===== src/rtl/light_seq_ctrl_pkg.sv =====
// Purpose: shared state encoding and thermometer helper for the lamp sequencer.
// Latency: n/a (types and functions only).
// Backpressure: n/a.
package light_seq_ctrl_pkg;

  typedef enum logic [1:0] {
    ST_IDLE  = 2'd0,
    ST_LEFT  = 2'd1,
    ST_RIGHT = 2'd2,
    ST_HAZ   = 2'd3
  } state_t;

  // Thermometer code with the n lowest bits set; callers cast down to their bank width.
  function automatic logic [31:0] thermo(input int n);
    if (n <= 0)  return 32'd0;
    if (n >= 32) return '1;
    return (32'd1 << n) - 32'd1;
  endfunction

endpackage


===== src/rtl/light_seq_ctrl_tick_gen.sv =====
// Purpose: step prescaler; o_tick every DIV_MAX+1 enabled cycles.
// Latency: o_tick is combinational from the counter; clear takes effect next clk.
// Backpressure: none; i_clr overrides i_en.
//
// Ports:
//   clk    in  1  clock, rising edge
//   reset  in  1  asynchronous, active-high
//   i_clr  in  1  force counter to 0 on the next edge
//   i_en   in  1  count enable; tick only asserted while enabled
//   o_tick out 1  terminal count reached this cycle
module tick_gen #(
  parameter int DIV_W   = 24,
  parameter int DIV_MAX = 1
) (
  input  logic clk,
  input  logic reset,
  input  logic i_clr,
  input  logic i_en,
  output logic o_tick
);

  if (DIV_W < 1 || DIV_W > 62 || DIV_MAX < 0 ||
      longint'(DIV_MAX) > ((longint'(1) << DIV_W) - longint'(1))) begin : g_bad_div
    $error("tick_gen: DIV_MAX does not fit in DIV_W bits");
  end

  localparam logic [DIV_W-1:0] TERM = DIV_W'(DIV_MAX);

  logic [DIV_W-1:0] r_cnt;
  logic             w_tick;

  assign w_tick = i_en && (r_cnt == TERM);
  assign o_tick = w_tick;

  always_ff @(posedge clk or posedge reset) begin
    if (reset) begin
      r_cnt <= '0;
    end else if (i_clr) begin
      r_cnt <= '0;
    end else if (i_en) begin
      r_cnt <= w_tick ? '0 : r_cnt + DIV_W'(1);
    end
  end

endmodule


===== src/rtl/light_seq_ctrl.sv =====
// Purpose: thermometer lamp sequencer for left/right sweeps and hazard blink.
// Latency: request accepted 1 clk after it is seen in IDLE; all outputs registered.
// Backpressure: none; requests are levels, opposite direction during a sweep is dropped.
//
// Ports:
//   clk         in  1      clock, rising edge
//   reset       in  1      asynchronous, active-high
//   left_req    in  1      left sweep request (level)
//   right_req   in  1      right sweep request (level)
//   hazard_req  in  1      hazard blink request (level)
//   lamp_l      out WIDTH  left bank, bit0 innermost
//   lamp_r      out WIDTH  right bank, bit0 innermost
//   busy        out 1      sequence in progress
//   done        out 1      one-clk pulse on return to IDLE
module light_seq_ctrl #(
  parameter int WIDTH   = 3,
  parameter int DIV_W   = 24,
  parameter int DIV_MAX = 1
) (
  input  logic             clk,
  input  logic             reset,
  input  logic             left_req,
  input  logic             right_req,
  input  logic             hazard_req,
  output logic [WIDTH-1:0] lamp_l,
  output logic [WIDTH-1:0] lamp_r,
  output logic             busy,
  output logic             done
);
  import light_seq_ctrl_pkg::*;

  if (WIDTH < 2 || WIDTH > 31) begin : g_bad_width
    $error("light_seq_ctrl: WIDTH must be in 2..31");
  end

  localparam int                STEP_W     = $clog2(WIDTH + 1);
  localparam logic [STEP_W-1:0] STEP_LAST  = STEP_W'(WIDTH);
  localparam logic [WIDTH-1:0]  LAMP_FIRST = WIDTH'(1);
  localparam logic [WIDTH-1:0]  LAMP_ALL   = '1;

  state_t            r_state;
  logic [STEP_W-1:0] r_step;     // sweep: lit lamp count (0 = off phase); hazard: 1 = on phase
  logic [WIDTH-1:0]  r_lamp_l;
  logic [WIDTH-1:0]  r_lamp_r;
  logic              r_busy;
  logic              r_done;

  logic              w_haz;
  logic              w_sweep;
  logic              w_preempt;
  logic              w_tick;
  logic              w_clr;
  logic              w_en;
  logic [WIDTH-1:0]  w_therm_next;

  // Both directions at once is treated as a hazard request.
  assign w_haz        = hazard_req || (left_req && right_req);
  assign w_sweep      = (r_state == ST_LEFT) || (r_state == ST_RIGHT);
  assign w_preempt    = w_sweep && w_haz;
  assign w_en         = (r_state != ST_IDLE);
  // Prescaler restarts from 0 whenever a phase starts fresh: held in IDLE and on preemption.
  assign w_clr        = (r_state == ST_IDLE) || w_preempt;
  assign w_therm_next = WIDTH'(thermo(int'(r_step) + 1));

  tick_gen #(
    .DIV_W   (DIV_W),
    .DIV_MAX (DIV_MAX)
  ) u_tick_gen (
    .clk    (clk),
    .reset  (reset),
    .i_clr  (w_clr),
    .i_en   (w_en),
    .o_tick (w_tick)
  );

  always_ff @(posedge clk or posedge reset) begin
    if (reset) begin
      r_state  <= ST_IDLE;
      r_step   <= '0;
      r_lamp_l <= '0;
      r_lamp_r <= '0;
      r_busy   <= 1'b0;
      r_done   <= 1'b0;
    end else begin
      r_done <= 1'b0;
      case (r_state)
        ST_IDLE: begin
          if (w_haz) begin
            r_state  <= ST_HAZ;
            r_step   <= STEP_W'(1);
            r_lamp_l <= LAMP_ALL;
            r_lamp_r <= LAMP_ALL;
            r_busy   <= 1'b1;
          end else if (left_req) begin
            r_state  <= ST_LEFT;
            r_step   <= STEP_W'(1);
            r_lamp_l <= LAMP_FIRST;
            r_lamp_r <= '0;
            r_busy   <= 1'b1;
          end else if (right_req) begin
            r_state  <= ST_RIGHT;
            r_step   <= STEP_W'(1);
            r_lamp_l <= '0;
            r_lamp_r <= LAMP_FIRST;
            r_busy   <= 1'b1;
          end
        end

        ST_LEFT, ST_RIGHT: begin
          if (w_preempt) begin
            r_state  <= ST_HAZ;
            r_step   <= STEP_W'(1);
            r_lamp_l <= LAMP_ALL;
            r_lamp_r <= LAMP_ALL;
          end else if (w_tick) begin
            if (r_step == '0) begin
              // End of off phase: sweep complete.
              r_state  <= ST_IDLE;
              r_busy   <= 1'b0;
              r_done   <= 1'b1;
              r_lamp_l <= '0;
              r_lamp_r <= '0;
            end else if (r_step == STEP_LAST) begin
              r_step   <= '0;
              r_lamp_l <= '0;
              r_lamp_r <= '0;
            end else begin
              r_step <= r_step + 1'b1;
              if (r_state == ST_LEFT) r_lamp_l <= w_therm_next;
              else                    r_lamp_r <= w_therm_next;
            end
          end
        end

        ST_HAZ: begin
          if (w_tick) begin
            if (r_step != '0) begin
              r_step   <= '0;
              r_lamp_l <= '0;
              r_lamp_r <= '0;
            end else if (!w_haz) begin
              // Only leave from the off phase so the lamps are never left lit.
              r_state <= ST_IDLE;
              r_busy  <= 1'b0;
              r_done  <= 1'b1;
            end else begin
              r_step   <= STEP_W'(1);
              r_lamp_l <= LAMP_ALL;
              r_lamp_r <= LAMP_ALL;
            end
          end
        end

        default: begin
          r_state  <= ST_IDLE;
          r_step   <= '0;
          r_lamp_l <= '0;
          r_lamp_r <= '0;
          r_busy   <= 1'b0;
        end
      endcase
    end
  end

  assign lamp_l = r_lamp_l;
  assign lamp_r = r_lamp_r;
  assign busy   = r_busy;
  assign done   = r_done;

endmodule


===== config.mk =====
export PLATFORM = sky130hd
export DESIGN_NAME = light_seq_ctrl
export DESIGN_NICKNAME = d
export VERILOG_FILES = /design/src/rtl/light_seq_ctrl_pkg.sv /design/src/rtl/light_seq_ctrl_tick_gen.sv /design/src/rtl/light_seq_ctrl.sv
export SDC_FILE = /design/constraint.sdc
export NUM_CORES = 1
export LEC_CHECK = 0
export ABC_AREA = 1
export BUFFER_PORTS_ARGS = -buffer_cell sky130_fd_sc_hd__buf_2
export CELL_PAD_IN_SITES_DETAIL_PLACEMENT = 0
export CELL_PAD_IN_SITES_GLOBAL_PLACEMENT = 1
export CORE_ASPECT_RATIO = 1.4
export CORE_MARGIN = 1
export CORE_UTILIZATION = 39
export CTS_CLUSTER_DIAMETER = 100
export DETAILED_ROUTE_END_ITERATION = 8
export PLACE_DENSITY = 0.75
export RECOVER_POWER = 100
export SETUP_SLACK_MARGIN = 0.02
export SLEW_MARGIN = 20
export SYNTH_ARGS = -nofsm -noshare
export SYNTH_HDL_FRONTEND = slang
export SYNTH_SLANG_ARGS = --single-unit

===== constraint.sdc =====
create_clock -name clk -period 4.5 [get_ports clk]
set_clock_uncertainty 0.05 [all_clocks]
set_input_delay 0.45 -clock clk [delete_from_list [all_inputs] [get_ports clk]]
set_output_delay 0.45 -clock clk [all_outputs]
set_load 0.02 [all_outputs]

==> flow_metrics.py <==
metrics = {
    "timing": {
        "hold_viol": 0,
        "fmax_mhz": 483,
        "setup_viol_count_final": 0,
        "relSlewSlack_pct": -33.5,
        "tns_ns": 0,
        "min_period_ns": 2.07,
        "timing.final.crit_share_pct": 46.0,
        "tightest_slew_ns": 2.00,
        "rsz0062_at_grt": "no",
        "slew_violations": 37,
    },
    "cts": {
        "cts.sinks": 36,
        "cts_root_buf": "clkbuf_8",
        "ctsResizeCount": 0,
        "clkSlewWorstSetupHoldPaths_ns": 0.07,
        "cts_tree": "built",
        "cts_buffer_depth": 2,
        "cts_buffers": 5,
        "clock_latency_ns": 0.29,
        "holdBufCountCts": 0,
        "htree_levels": 2,
        "cts_setup_buffers": 0,
    },
    "floorplan": {
        "fp.coreArea_mm2": 0.00561,
        "start_util_pct": 41.1,
        "num_rows": 32,
        "fp.dieW_um": 67.0,
        "die_y_um": 92.9,
        "boundaryPins": 13,
        "dieArea_mm2": 0.00622,
    },
    "critical_path": {
        "worst-endpoint-arrival_ns": 2.03,
        "critPathKind": "input pin to async pin",
        "critPathTopFamily": "buffers and inverters",
        "path_cells": "buf_2 -> inv_1 -> clkbuf_1",
        "critPathLaunchType": "input pin",
        "path_max_fanout": 36,
        "crit_buf_inv": 3,
        "crit_path_start": "reset",
        "crit_required_ns": 4.46,
        "rr_startpoint": "r_state[0]",
        "cp-end-kind": "async pin",
        "slowest_stage": "clkbuf_1",
        "max_stage_delay_ns": 1.43,
    },
    "run": {
        "drv_cap": 1,
    },
    "drt": {
        "post_drt_wl_per_cell_um": 13.6,
        "first_iter_violations": 128,
        "drc": 0,
        "drtAntennaViolNets": 0,
        "wirelength_um": 5570,
        "vias": 2039,
        "vias_per_cell": 4.97,
        "drtPass1Iterations": 4,
    },
    "synth": {
        "synth_seq_area_share_pct": 39.1,
        "ys_ff_latch": 36,
        "syn_area_mm2": 0.00230,
        "yosys_warnings": 0,
        "synth_area_per_cell_um2": 7.09,
        "synthesis.nets": 339,
        "ys_types": 26,
        "syn_inst": 325,
    },
    "finish": {
        "area_growth_pct": 8.09,
        "fill_cells": 617,
        "seq_area_um2": 901,
        "layout-drive-gt1-share_pct": 8.19,
        "multiInputGateArea_mm2": 0.00122,
        "nets": 355,
        "diodes": 0,
    },
    "global_routing": {
        "track_usage_pct": 20.3,
        "grt_pass1_vias": 1990,
        "overflow": 0,
        "grt_start_max_net_pins": 37,
        "antenna_found_initial": 0,
        "grt_pass1_wl_um": 9230,
    },
    "worst_hold_path": {
        "hp-class": "flop to flop",
        "hold_start": "lamp_r[1]",
    },
    "outcome": {
        "violations": "capacitance limit, slew limit",
        "status": "finished with violations",
    },
    "power_and_ir_drop": {
        "p_sw_share_pct": 46.3,
        "max-vdd-ir-drop_v": 0.000310,
        "power.share.clock_pct": 18.0,
        "intPower_mw": 0.706,
        "p_leak_nw": 1.14,
        "pwr-share-seq_pct": 33.0,
        "powerDensity_mw_per_mm2": 528,
        "p_comb_share_pct": 48.9,
        "total_power_mw": 1.31,
        "p_switching_mw": 0.609,
    },
    "placement": {
        "port_buffers": 12,
        "routabilityCongestion": 0.804,
        "dp_hpwl_um": 4310,
    },
}
cells by family after synthesis:
group | Yosys count | share of synthesized area, %
simple gates | 217 | 42.4
buf+inv | 40 | 7.06
xor+xnor | 9 | 3.42
fa+ha+maj | 9 | 4.89
flops | 36 | 39.1
compound gates | 14 | 3.15
layer usage:
metal,global-route usage (%),routed length (µm),vias to the layer above,share of wire [%]
met5,0,0,-,0
met4,7.27,95,0,1.7
met3,3.57,124,9,2.2
met2,38.5,3060,29,55
met1,21.5,2290,943,41
li1,-,-,1058,-
cell usage after synthesis:
library cell	count	area, µm²
buf_4	1	7.51
nand3_1	15	75.1
nand2_2	6	37.5
o21bai_1	1	7.51
o21ai_1	2	10.0
xor2_1	6	52.6
xnor2_1	3	26.3
buf_2	1	5.00
nor3b_1	1	7.51
nor2_1	61	229
nand2_4	1	11.3
inv_2	2	7.51
nor3_2	4	40.0
buf_6	1	11.3
nor2_2	6	37.5
nor3_1	11	55.1
o21ai_0	8	40.0
nand4_1	14	87.6
a21oi_1	3	15.0
nand3_2	4	40.0
dfrtp_1	36	901
nand2_1	93	349
and3_1	1	6.26
ha_1	9	113
inv_1	34	128
clkbuf_1	1	3.75
sequential cells by signal (all words and copies together), names as in the netlist:
signal and cells:
r_step 2, r_state 2, u_tick_gen.r_cnt 24, done 1
lamp_r 3, busy 1, lamp_l 3
final cells by class:
cell class	count	area share (%)
Clock buffer	8	3.62
Inverter	36	5.43
Multi-Input combinational cell	249	49.2
Sequential cell	36	36.2
Tap cell	68	3.42
Timing Repair Buffer	13	2.16
final timing paths:
check,to,slack (ns),depth (start not counted)
setup / recovery,done,2.43,3
hold reg to reg,lamp_r[1],0.42,2
hold / removal,lamp_r[1],0.42,2
max in group clk,u_tick_gen.r_cnt[15],2.47,7
setup reg to reg,u_tick_gen.r_cnt[15],2.47,7
min in group asynchronous,u_tick_gen.r_cnt[8],0.83,3
worst register-to-register path, stage by stage, from the launching register on:
cell and delay, ns:
dfrtp_1 0.39, inv_1 0.08, ha_1 0.43, nand2_1 0.15
inv_1 0.10, nor2_1 0.06, inv_1 0.48, nor3_1 0.14
power groups by stage:
stage,logic (mW),clock network [mW],registers (mW)
2_1_floorplan,0.484,0,0.473
3_3_place_gp,0.676,0,0.440
3_5_place_dp,0.679,0,0.441
4_1_cts,0.682,0.246,0.435
5_1_grt,0.741,0.260,0.445
6_report,0.643,0.237,0.434
metrics by stage:
stage / cell area [µm²] / setup WS, ns / hold WS [ns] / std cells / util [%]
2_1_floorplan: 2300 / 2.91 / 0.417 / 325 / -
3_3_place_gp: 2430 / 2.66 / 0.403 / 402 / 43.3
3_5_place_dp: 2430 / 2.64 / 0.403 / 402 / 43.3
4_1_cts: 2520 / 2.61 / 0.230 / 410 / 44.9
5_1_grt: 2490 / 2.01 / 0.447 / 410 / 44.4
6_report: 2490 / 2.43 / 0.419 / 410 / 44.4
cell usage in the layout, fill, tap and decap left out, types with 2 or more instances in the layout:
cell type,count
nand4_1,14
buf_2,4
nor3_2,4
nand3_1,17
dfrtp_1,36
nand3_2,2
nand2_2,5
o21ai_0,9
nor2_2,5
clkbuf_1,11
xnor2_1,3
nor3_1,11
clkbuf_8,6
ha_1,9
inv_1,35
xor2_1,6
nand2_1,94
nor2_1,62
a21oi_1,3
No activity file was read; power rests on OpenSTA's default activity.
